===== config.mk =====
export PLATFORM = sky130hd
export DESIGN_NAME = universal_register
export DESIGN_NICKNAME = d
export VERILOG_FILES = /design/src/rtl/universal_register_pkg.sv /design/src/rtl/universal_register_next.sv /design/src/rtl/universal_register.sv
export SDC_FILE = /design/constraint.sdc
export NUM_CORES = 1
export LEC_CHECK = 0
export BUFFER_PORTS_ARGS = -buffer_cell sky130_fd_sc_hd__buf_2
export CELL_PAD_IN_SITES_DETAIL_PLACEMENT = 1
export CELL_PAD_IN_SITES_GLOBAL_PLACEMENT = 2
export CORE_ASPECT_RATIO = 2
export CORE_MARGIN = 2
export CORE_UTILIZATION = 30
export DETAILED_ROUTE_END_ITERATION = 7
export PLACE_DENSITY = 0.83
export SYNTH_ARGS = -nofsm -noshare
export SYNTH_HDL_FRONTEND = slang
export SYNTH_HIERARCHICAL = 1
export SYNTH_SLANG_ARGS = --single-unit

===== constraint.sdc =====
create_clock -name clk -period 2.1 [get_ports clk]
set_input_delay 0.21 -clock clk [delete_from_list [all_inputs] [get_ports clk]]
set_output_delay 0.21 -clock clk [all_outputs]
set_load 0.05 [all_outputs]

===== src/rtl/universal_register_pkg.sv =====
// Shared mode codes for the universal register datapath and its bench.
package universal_register_pkg;

    localparam logic [2:0] MODE_HOLD = 3'b000;
    localparam logic [2:0] MODE_LOAD = 3'b001;
    localparam logic [2:0] MODE_SHL  = 3'b010;
    localparam logic [2:0] MODE_SHR  = 3'b011;
    localparam logic [2:0] MODE_ROL  = 3'b100;
    localparam logic [2:0] MODE_ROR  = 3'b101;
    localparam logic [2:0] MODE_INC  = 3'b110;
    localparam logic [2:0] MODE_DEC  = 3'b111;

    // True when the bit leaving the register exits from the LSB end.
    function automatic logic exits_lsb(input logic [2:0] mode);
        logic res;
        res = 1'b0;
        case (mode)
            MODE_SHR, MODE_ROR: res = 1'b1;
            default:            res = 1'b0;
        endcase
        return res;
    endfunction

endpackage


===== src/rtl/universal_register_next.sv =====
// Combinational next-state logic: computes {carry_nxt, q_nxt} for every mode.
module universal_register_next
    import universal_register_pkg::*;
#(
    parameter int WIDTH = 8
) (
    input  logic [WIDTH-1:0] q,
    input  logic             carry,
    input  logic [2:0]       mode,
    input  logic [WIDTH-1:0] data_in,
    input  logic             ser_in,
    output logic [WIDTH-1:0] q_nxt,
    output logic             carry_nxt
);

    localparam logic [WIDTH:0] ONE = {{WIDTH{1'b0}}, 1'b1};

    logic [WIDTH:0] inc_s;
    logic [WIDTH:0] dec_s;

    // Bit WIDTH of the widened sum/difference is the carry/borrow out.
    assign inc_s = {1'b0, q} + ONE;
    assign dec_s = {1'b0, q} - ONE;

    // Mode decode into next register value and carry.
    always_comb begin
        q_nxt     = q;
        carry_nxt = carry;
        case (mode)
            MODE_HOLD: begin
                q_nxt     = q;
                carry_nxt = carry;
            end
            MODE_LOAD: begin
                q_nxt     = data_in;
                carry_nxt = 1'b0;
            end
            MODE_SHL: begin
                q_nxt     = {q[WIDTH-2:0], ser_in};
                carry_nxt = q[WIDTH-1];
            end
            MODE_SHR: begin
                q_nxt     = {ser_in, q[WIDTH-1:1]};
                carry_nxt = q[0];
            end
            MODE_ROL: begin
                q_nxt     = {q[WIDTH-2:0], q[WIDTH-1]};
                carry_nxt = q[WIDTH-1];
            end
            MODE_ROR: begin
                q_nxt     = {q[0], q[WIDTH-1:1]};
                carry_nxt = q[0];
            end
            MODE_INC: begin
                q_nxt     = inc_s[WIDTH-1:0];
                carry_nxt = inc_s[WIDTH];
            end
            MODE_DEC: begin
                q_nxt     = dec_s[WIDTH-1:0];
                carry_nxt = dec_s[WIDTH];
            end
            default: begin
                q_nxt     = q;
                carry_nxt = carry;
            end
        endcase
    end

endmodule


===== src/rtl/universal_register.sv =====
// Universal datapath register: load, shift, rotate, inc/dec with serial chaining
// and carry/zero status.
module universal_register
    import universal_register_pkg::*;
#(
    parameter int               WIDTH       = 8,
    parameter logic [WIDTH-1:0] RESET_VALUE = {WIDTH{1'b0}}
) (
    input  logic             clk,
    input  logic             rst,
    input  logic [2:0]       mode,
    input  logic [WIDTH-1:0] data_in,
    input  logic             ser_in,
    output logic [WIDTH-1:0] data_out,
    output logic             carry,
    output logic             ser_out,
    output logic             zero
);

    logic [WIDTH-1:0] q_nxt_s;
    logic             carry_nxt_s;

    universal_register_next #(
        .WIDTH (WIDTH)
    ) u_next (
        .q         (data_out),
        .carry     (carry),
        .mode      (mode),
        .data_in   (data_in),
        .ser_in    (ser_in),
        .q_nxt     (q_nxt_s),
        .carry_nxt (carry_nxt_s)
    );

    // State register; reset takes priority over every mode.
    always_ff @(posedge clk) begin
        if (rst) begin
            data_out <= RESET_VALUE;
            carry    <= 1'b0;
        end else begin
            data_out <= q_nxt_s;
            carry    <= carry_nxt_s;
        end
    end

    // ser_out presents the bit that leaves on the next edge so stages can chain.
    always_comb begin
        ser_out = data_out[WIDTH-1];
        if (exits_lsb(mode)) begin
            ser_out = data_out[0];
        end else begin
            ser_out = data_out[WIDTH-1];
        end
    end

    assign zero = (data_out == {WIDTH{1'b0}});

endmodule


* Word level (Yosys, flattened, before mapping) *
Cells that the tools add are included.

cells by class
  add/subtract/negate cells = 2
  equality and inequality tests = 7
  multiplexer cells = 4
  reduce and logical (&&, ||, !) cells = 4

operator list
  cell                                                                   count
  8-bit case mux with 7 select lines                                     1
  3-bit equality test, second input constant                             4
  8-bit by 1-bit adder with 9-bit output, second input constant          1
  8-bit by 1-bit subtractor with 9-bit output, second input constant     1
  8-bit logical NOT                                                      1
  3-bit by 2-bit equality test with 1-bit output, second input constant  2
  1-bit case mux with 5 select lines                                     1
  2-bit OR reduction                                                     2
  3-bit by 1-bit equality test with 1-bit output, second input constant  1
  3-bit logical NOT                                                      1
  1-bit 2-to-1 mux                                                       2

word-level totals
  register bits after elaboration = 9
  input bits = 14
  output and inout bits = 11
  logic and storage cells = 19

* Logic depth before layout (Yosys ltp) *
Gate-level depths: netlist of the first run.

  depth after elaboration = 4
  depth in mapped cells = 8
  depth with buffers taken out = 7

* By module *
Netlist of the first run, hierarchy kept.

by module, submodules not included
  module                   instances  cells each  area an instance (µm²)  sequential area each (µm²)
  universal_register_next  1          131         848.3                   0.0
  universal_register       1          24          279.0                   180.2

* Worst setup path before layout of the first run *
Ideal clock, no wire load.

  path type = register to register
  from = reg data_out[0]
  to = reg data_out[6]
  setup time = 114 ps
  arrival = 2032 ps
  data required time = 1986 ps
  setup slack = -46 ps
  stages on the path, launching flop included = 8
  buffers on the path = 1
  period minus slack after synthesis = 2146 ps
  path through = dfxtp_1 > buf_2 > inv_1 > ha_1 > and4b_1 > a211o_1 > a32o_1 > nor2b_1

on the way
  cells in the longest elaborated chain, start to end = 2
  elaborated cells on any way between the ends = 3
  classes of those cells = 2 x add/sub; 1 x mux

RTL lines
  element                                                                                                line                                                          RTL
  start, declared                                                                                        universal_register.sv:14                                      output logic [WIDTH-1:0] data_out,
  start signal, assigned                                                                                 universal_register.sv:41                                      data_out <= q_nxt_s;
  8-bit by 1-bit subtractor with 9-bit output or 8-bit by 1-bit adder with 9-bit output (tied branches)  universal_register_next.sv:23, universal_register_next.sv:22
  8-bit case mux with 7 select lines *                                                                   universal_register_next.sv:29                                 case (mode)
  via q_nxt_s[6]                                                                                         universal_register.sv:20                                      logic [WIDTH-1:0] q_nxt_s;

The timed path passes the listed nets; every way through them passes the cells marked *.
A chain may end at the register's enable or synchronous reset.

* Final worst setup path of the first run *
  from = reg data_out[7]
  to = out zero

on the way
  cells in the longest elaborated chain, start to end = 1

RTL lines
  element            line                      RTL
  8-bit logical NOT  universal_register.sv:56  assign zero = (data_out == {WIDTH{1'b0}});
  end, declared      universal_register.sv:17  output logic zero

No other way between the ends.

==> results.json, run 1 <==
{
  "status": "completed",
  "final_layout_size_suffix_gt1_frac": 0.225,
  "area_growth_pct": 16.2,
  "synth_flop_cell": "dfxtp_1",
  "cts_max_level": 1,
  "avgViaCountPerCell": 5.83,
  "fp.dieW_microns": 47.3,
  "syn_area_per_cell_sq_um": 7.27,
  "io_buffers": 24,
  "routedWlPerCell_microns": 17.7,
  "ant_nets": 0,
  "grt_max_degree": 34,
  "ys_async_sr_fraction": 0,
  "core_region_area_sq_um": 3610,
  "fmax_ghz": 0.551,
  "clk_pin_slew_ns": 0.05,
  "syn_nets": 171,
  "synth_top_area_frac": 0.160,
  "rsz0062_at_grt": "false",
  "grt-ovfl-total": 0,
  "post-cts-setup-buffers": 0,
  "clock_path_buffers": 2,
  "vias": 1295,
  "critical_path_class": "flop to output port",
  "period_minus_slack_ns": 1.81,
  "hold_violations": 0,
  "die_y_microns": 90.7,
  "maxSlewViolCount": 0,
  "netlist_instances": 155,
  "powerDensity_nw_per_um2": 594,
  "ys_warn_count": 6,
  "ys_types": 55,
  "antenna_found_initial": 0,
  "numClockSinks": 9,
  "maxSlewHeadroom": 0.650,
  "worstMarginPinSlew_ns": 0.525,
  "dp_hpwl_mm": 2.96,
  "syn_area_sq_um": 1130,
  "p_leak_nw": 0.544,
  "start_util": 0.313,
  "grt_pass1_vias": 1344,
  "dr.pass1.iters": 4,
  "worst_skew_pair.late_latency_ns": 0.24,
  "finalClockSkew_ns": 0.00443,
  "slowest_stage": "or4_1",
  "drc_errors": 0,
  "finalSetupViolations": 0,
  "cts_buffers": 3,
  "fin_nets": 190,
  "ys_top_cells_by_count": "12 x nor2_1, 11 x nor2b_1, 10 x nand2_1",
  "cp_cell_sequence": "or4_1 > nor2_1 > buf_2",
  "cts-hold-fix-buffers": 0,
  "synth_edf_count": 0,
  "crit_path_max_incr_delay_ns": 0.55,
  "seq_area_frac_synth": 0.160,
  "grt_pass1_wl_mm": 6.57,
  "drt_wl_total_mm": 3.93,
  "ctsRootBufferMaster": "clkbuf_8",
  "ir_worst_vdd_uv": 169,
  "hp-class": "primary input to flop",
  "critical_path_arrival_ns": 1.60,
  "critPathRequiredTime_ns": 1.89,
  "std_cell_rows": 31,
  "startpoint_type": "flop",
  "layout_setup_ws_ns": 0.286,
  "ys_seq_elements": 9,
  "pin_count": 25,
  "n_antenna_cell": 0,
  "min_period_over_period": 0.864,
  "yosysMostFrequentCell": "nor2_1",
  "ys_top_cells_by_area": "dfxtp_1 16%, nor2b_1 6.1%, nor2_1 4.0%",
  "cp-end-kind": "output port",
  "gp_congestion": 0.852,
  "timing.max_cap.violations": 0,
  "dp_slack_ns": 0.298,
  "drt_iter0_markers": 27,
  "synth_top_cell_by_area": "dfxtp_1",
  "die-area_sq_um": 4290,
  "cts-resized-gates": 0,
  "fin_setup_tns_ns": 0,
  "cts_tree": "done",
  "gr-usage-all-layers": 0.207,
  "crit_fanout": 13
}
## power by group
| group | switching (mW) | total [mW] | internal [mW] |
|---|---|---|---|
| clock | 0.0846 | 0.218 | 0.134 |
| sequential | 0.0386 | 0.225 | 0.187 |
| combinational | 0.210 | 0.335 | 0.125 |
| total | 0.333 | 0.778 | 0.445 |
## logic make-up (layout without fill, tap and decap cells)
family	Yosys count	after routing	share of synthesized area
AND/OR/NAND/NOR	67	67	0.343
AO/OA/AOI/OAI	45	45	0.289
buffers and inverters	22	40	0.0999
flip-flops	9	9	0.160
multiplexers	6	6	0.0555
XOR/XNOR	4	4	0.0311
adder cells (fa/ha/maj)	2	2	0.0222
## final cells by class
class | instances | area [sq um]
inverter | 6 | 22.5
clock buffer | 4 | 45.0
fill | 475 | 2300
sequential | 9 | 181
timing repair buffer | 30 | 165
multi-input combinational | 124 | 835
tap | 49 | 61.3
## flip-flops by register name, summed over array words and instances, names as in the netlist
register / flops
carry: 1
data_out: 8
## layout by cell type, fill, tap and decap left out, types with 2 or more instances in the layout
master and count:
xnor2_1 2, a211o_1 3, ha_1 2, a211oi_1 2, nand3_1 5, mux2i_1 4, dfxtp_1 8, inv_1 6
buf_4 6, o21ai_0 8, nor3_1 3, and4b_1 2, nor2_1 12, o31ai_1 2, nand2b_1 6, mux2_2 2
nand2_1 10, o22ai_1 2, xor2_1 2, a31oi_1 3, o211ai_1 2, buf_2 24, a311oi_1 2, nor2b_1 11
nor4_1 3, or4_1 4, a22oi_1 2, clkbuf_8 3, a21oi_1 6, a221oi_1 2
## per-stage QoR
step                      cells  power, mW  utilization  area, sq um  hold slack (ns)
after floorplan             155      0.474            -         1130            0.274
after global placement      218      0.554        0.351         1260            0.538
after detailed placement    218      0.562        0.351         1260            0.545
after CTS                   222      0.778        0.363         1310            0.296
after global routing        222      0.824        0.363         1310            0.305
final                       222      0.778        0.363         1310            0.297
## per-layer routing
| metal | global-route usage | up-vias | part of all wire |
|---|---|---|---|
| li1 | - | 615 | - |
| met1 | 0.248 | 626 | 0.41 |
| met2 | 0.333 | 42 | 0.51 |
| met3 | 0.0140 | 12 | 0.038 |
| met4 | 0.125 | 0 | 0.047 |
| met5 | 0 | - | 0 |
## final timing paths
kind                     from          end  slack [ns]  depth (start not counted)
hold reg to reg         carry        carry        0.68                          3
hold / removal            rst        carry        0.30                          2
setup reg to reg  data_out[1]  data_out[4]        0.30                          7
setup / recovery  data_out[7]         zero        0.29                          3
## critical path: cells and delay by family (launching register included)
family	cells	cell delay (ns)
AND/OR/NAND/NOR	2	0.65
buffers and inverters	1	0.26
flip-flops	1	0.45
No activity file was read; power rests on OpenSTA's default activity.
==> inputs of run 2 (changes only) <==
CORE_MARGIN = 8   (was 2)
CORE_UTILIZATION = 32   (was 30)
PLACE_DENSITY = 0.88   (was 0.83)
clock period = 2.18 ns   (was 2.1 ns; I/O delays follow)
==> run 2 against run 1 <==
Non-clock buffer count down 1. Via count is 2.5% higher. Worst hold slack gained 0.014 ns. Worst setup slack got worse by 0.014 ns. Sequential share of layout area up 0.23 points. Critical path type is now flop to flop. Total power decreased by 3.5%. Count of clock-buffer cells in the layout unchanged. Highest routed layer unchanged.
==> results.json, run 2 (same netlist as run 1, synthesis figures left out) <==
{
  "dp_hpwl_mm": 3.19,
  "ctsRootBufferMaster": "clkbuf_8",
  "core_region_area_sq_um": 3380,
  "grt-ovfl-total": 0,
  "drt_iter0_markers": 38,
  "cp-end-kind": "flop",
  "powerDensity_nw_per_um2": 587,
  "die_y_microns": 99.9,
  "cts-hold-fix-buffers": 0,
  "grt_pass1_vias": 1441,
  "antenna_found_initial": 0,
  "clock_path_buffers": 2,
  "ir_worst_vdd_uv": 159,
  "avgViaCountPerCell": 6.50,
  "clk_pin_slew_ns": 0.05,
  "startpoint_type": "flop",
  "critical_path_arrival_ns": 2.04,
  "grt_max_degree": 34,
  "worst_skew_pair.late_latency_ns": 0.24,
  "gr-usage-all-layers": 0.154,
  "n_antenna_cell": 0,
  "post-cts-setup-buffers": 0,
  "cts_max_level": 1,
  "whs_ns": 0.311,
  "fill_cells": 445,
  "gp_congestion": 0.821,
  "cts_tree": "done",
  "grt_pass1_wl_mm": 7.05,
  "timing.max_cap.violations": 0,
  "pin_count": 25,
  "final_layout_size_suffix_gt1_frac": 0.215,
  "r2r_cells": 6,
  "final_cell_mix": "24 x buf_2, 12 x nor2_1, 11 x nor2b_1",
  "rsz0062_at_grt": "false",
  "crit_fanout": 11,
  "timing.rr.end": "data_out[6]",
  "fin_setup_tns_ns": 0,
  "period_minus_slack_ns": 1.91,
  "vias": 1327,
  "largestRegisters": "data_out x8, carry x1",
  "drt_wl_total_mm": 4.28,
  "cts_buffers": 3,
  "area_growth_pct": 13.5,
  "final_common_cell": "buf_2",
  "fp.dieW_microns": 58.0,
  "crit_end": "data_out[6]",
  "dr.pass1.iters": 4,
  "p_leak_nw": 0.538,
  "hold_violations": 0,
  "start_util": 0.334,
  "critical_path_class": "flop to flop",
  "std_cell_rows": 30,
  "routedWlPerCell_microns": 21.0,
  "crit_path_start": "data_out[1]",
  "largest_register_ffs": 8,
  "io_buffers": 24,
  "status": "completed",
  "regMostFlops": "data_out",
  "finalSetupViolations": 0,
  "fin_nets": 189,
  "hold_path.startpoint": "rst",
  "numClockSinks": 9,
  "hp-class": "primary input to flop",
  "fmax_ghz": 0.524,
  "worstMarginPinSlew_ns": 0.515,
  "critPathRequiredTime_ns": 2.31,
  "ant_nets": 0,
  "maxSlewViolCount": 0,
  "reg2reg_from": "data_out[1]",
  "drc_errors": 0,
  "die-area_sq_um": 5790,
  "maxSlewHeadroom": 0.657,
  "finalClockSkew_ns": 0.00145,
  "reg2reg_slack_ns": 0.27,
  "min_period_over_period": 0.875,
  "cts-resized-gates": 0
}
run 2: per-stage QoR:
stage	power, mW	area, sq um	instances	util	setup WS, ns
4_1_cts	0.753	1280	204	0.379	0.265
6_report	0.751	1280	204	0.379	0.272
3_5_place_dp	0.541	1230	200	0.366	0.294
3_3_place_gp	0.530	1230	200	0.366	0.355
5_1_grt	0.793	1280	204	0.379	0.154
2_1_floorplan	0.456	1130	155	-	0.0340
run 2: area by class of cell:
type                    instances  area [sq um]  share of cell area
well taps                      32          40.0              0.0313
clock buffers                   4          45.0              0.0352
repair buffers                 29           158               0.123
inverters                       6          22.5              0.0176
flip-flops and latches          9           180               0.141
multi-input cells             124           835               0.652
run 2: worst min path at each step:
| stage | to | slack (ns) | cells past startpoint |
|---|---|---|---|
| 6_report | data_out[5] | 0.31 | 2 |
| 2_1_floorplan | carry | 0.29 | 1 |
| 4_1_cts | data_out[3] | 0.31 | 2 |
| 5_1_grt | carry | 0.32 | 2 |
| 3_3_place_gp | data_out[7] | 0.55 | 2 |
| 3_5_place_dp | data_out[7] | 0.56 | 2 |
run 2: critical path, cell delays in order, from the launching register on:
cell and delay, ns:
dfxtp_1 0.55, inv_1 0.12, ha_1 0.25, and4b_1 0.22, a211o_1 0.29, a32o_1 0.23, nor2b_1 0.12
run 2: where the power goes:
group | leakage (nW) | total, mW | internal, mW | switching, mW
clock | 0.0228 | 0.209 | 0.129 | 0.0805
combinational | 0.441 | 0.324 | 0.118 | 0.206
sequential | 0.0742 | 0.218 | 0.179 | 0.0386
total | 0.538 | 0.751 | 0.426 | 0.325
run 2: routing by layer:
metal  track usage  share of wire  wire (microns)  vias up
li1              -              -               -      611
met2         0.292           0.53            2250       48
met4        0.0894          0.049             210        0
met3        0.0269          0.052             222       19
met1         0.145           0.37            1600      649
met5             0              0               0        -
==> inputs of run 3 (changes only) <==
BUFFER_PORTS_ARGS = not set   (was -buffer_cell sky130_fd_sc_hd__buf_2)
CORE_MARGIN = 10   (was 8)
CORE_UTILIZATION = 37   (was 32)
DONT_BUFFER_PORTS = 1   (was not set)
PLACE_DENSITY = 0.87   (was 0.88)
==> run 3 against run 2 <==
Clock skew is 0.0011 ns lower. Non-clock buffer count down 19. Fmax decreased by 0.89%. Sequential share of layout area grew 1.0 points. Worst hold slack got worse by 0.26 ns. Highest routed layer unchanged. Core utilization rose by 2.7 points. Die area hardly changed. First-iteration DRC count grew 55%. Cell area down 6.6%. Critical path depth decreased by 1. Global-route usage decreased by 1.6 points.
==> results.json, run 3 (same netlist as run 1, synthesis figures left out) <==
{
  "drt_iter0_markers": 59,
  "numClockSinks": 9,
  "final_cell_mix": "12 x nor2_1, 11 x nor2b_1, 10 x nand2_1, 10 x buf_4, 9 x dfxtp_1",
  "post-cts-setup-buffers": 0,
  "clock_path_buffers": 2,
  "start_util": 0.383,
  "hp-class": "primary input to flop",
  "drc_errors": 0,
  "clk_pin_slew_ns": 0.05,
  "p_sw_mw": 0.288,
  "fp.dieW_microns": 59.0,
  "fin_nets": 170,
  "maxSlewHeadroom": 0.639,
  "postPlaceCellArea_sq_um": 1150,
  "cp-end-kind": "flop",
  "finalClockSkew_ns": 0.000333,
  "swShare": 0.407,
  "intPower_mw": 0.420,
  "worstMarginPinSlew_ns": 0.534,
  "cts-hold-fix-buffers": 0,
  "slowest_stage": "nor4b_1",
  "gp_congestion": 0.885,
  "rsz0062_at_grt": "false",
  "std_cell_rows": 28,
  "status": "completed",
  "finalSetupViolations": 0,
  "powerDensity_nw_per_um2": 593,
  "crit_family": "simple AND/OR/NAND/NOR gates",
  "vias": 1263,
  "dp_slack_ns": 0.343,
  "ant_nets": 0,
  "pin_count": 25,
  "cts_tree": "done",
  "timing.max_cap.violations": 0,
  "die_y_microns": 98.1,
  "grt-ovfl-total": 0,
  "antenna_found_initial": 0,
  "area_growth_pct": 5.99,
  "fill_cells": 385,
  "period_minus_slack_ns": 1.93,
  "fin_setup_tns_ns": 0,
  "cts_buffers": 3,
  "design_area_sq_um": 1190,
  "path_buf_inv": 0,
  "final_common_cell": "nor2_1",
  "largestRegisters": "data_out x8, carry x1",
  "crit_path_max_incr_delay_ns": 0.58,
  "crit_fanout": 13,
  "gr-usage-all-layers": 0.138,
  "cts-resized-gates": 0,
  "cts_max_level": 1,
  "critical_path_class": "flop to flop",
  "ir_worst_vdd_uv": 284,
  "grt_max_degree": 34,
  "power_frac_seq": 0.310,
  "grt_pass1_wl_mm": 6.52,
  "n_antenna_cell": 0,
  "dp_hpwl_mm": 3.06,
  "startpoint_type": "flop",
  "critPathRequiredTime_ns": 2.31,
  "total_power_mw": 0.708,
  "fmax_ghz": 0.519,
  "hold_violations": 0,
  "critical_path_arrival_ns": 2.06,
  "regMostFlops": "data_out",
  "core_region_area_sq_um": 2940,
  "maxSlewViolCount": 0,
  "cp_cell_sequence": "nor4b_1 > a32oi_1 > xnor2_1 > a211o_1 > nor2b_1",
  "avgViaCountPerCell": 6.90,
  "p_leak_nw": 0.458,
  "final_layout_size_suffix_gt1_frac": 0.118,
  "grt_pass1_vias": 1287,
  "layout_setup_ws_ns": 0.255,
  "min_period_over_period": 0.883,
  "p_comb_frac": 0.405,
  "io_buffers": 0,
  "drt_wl_total_mm": 4.15,
  "dr.pass1.iters": 4,
  "die-area_sq_um": 5790,
  "ctsRootBufferMaster": "clkbuf_8",
  "clkPwrFrac": 0.285,
  "routedWlPerCell_microns": 22.7,
  "largest_register_ffs": 8,
  "worst_skew_pair.late_latency_ns": 0.23
}
==> run 3: layer usage <==
| metal | GRT usage | vias up | routed length (microns) |
|---|---|---|---|
| met5 | 0 | - | 0 |
| met4 | 0.0604 | 0 | 102 |
| met3 | 0.0285 | 10 | 266 |
| met2 | 0.243 | 46 | 2220 |
| met1 | 0.146 | 632 | 1560 |
| li1 | - | 575 | - |
==> run 3: final cells by class <==
cell class | instances | area, sq um | area share
repair buffers | 10 | 75.1 | 0.0628
well taps | 30 | 37.5 | 0.0314
flip-flops and latches | 9 | 180 | 0.151
inverters | 6 | 22.5 | 0.0188
multi-input cells | 124 | 835 | 0.698
clock buffers | 4 | 45.0 | 0.0377
==> run 3: worst reg2reg max path, delay by kind of cell (launching register included) <==
kind                      cells  cell delay [ns]
and+or+nand+nor               2             0.70
xor gates and xnor gates      1             0.18
AOI/OAI and AO/OA             2             0.47
DFF                           1             0.47
==> run 3: final timing paths <==
path / start / end / slack, ns / cells past startpoint
worst min-delay path: rst / data_out[3] / 0.05 / 1
worst min register to register: data_out[3] / data_out[4] / 0.77 / 3
worst max-delay path: data_out[2] / data_out[5] / 0.25 / 5
worst max register to register: data_out[2] / data_out[5] / 0.25 / 5
==> run 3: power groups by stage <==
stage	sequential [mW]	clock [mW]	combinational, mW
5_1_grt	0.223	0.212	0.308
3_3_place_gp	0.220	0	0.274
2_1_floorplan	0.245	0	0.211
6_report	0.220	0.202	0.287
3_5_place_dp	0.221	0	0.283
4_1_cts	0.219	0.203	0.285
==> run 3: per-stage QoR <==
step | util | std cells | hold slack [ns]
2_1_floorplan | - | 155 | 0.290
3_3_place_gp | 0.391 | 179 | 0.292
3_5_place_dp | 0.391 | 179 | 0.294
4_1_cts | 0.406 | 183 | 0.0489
5_1_grt | 0.406 | 183 | 0.0435
6_report | 0.406 | 183 | 0.0483
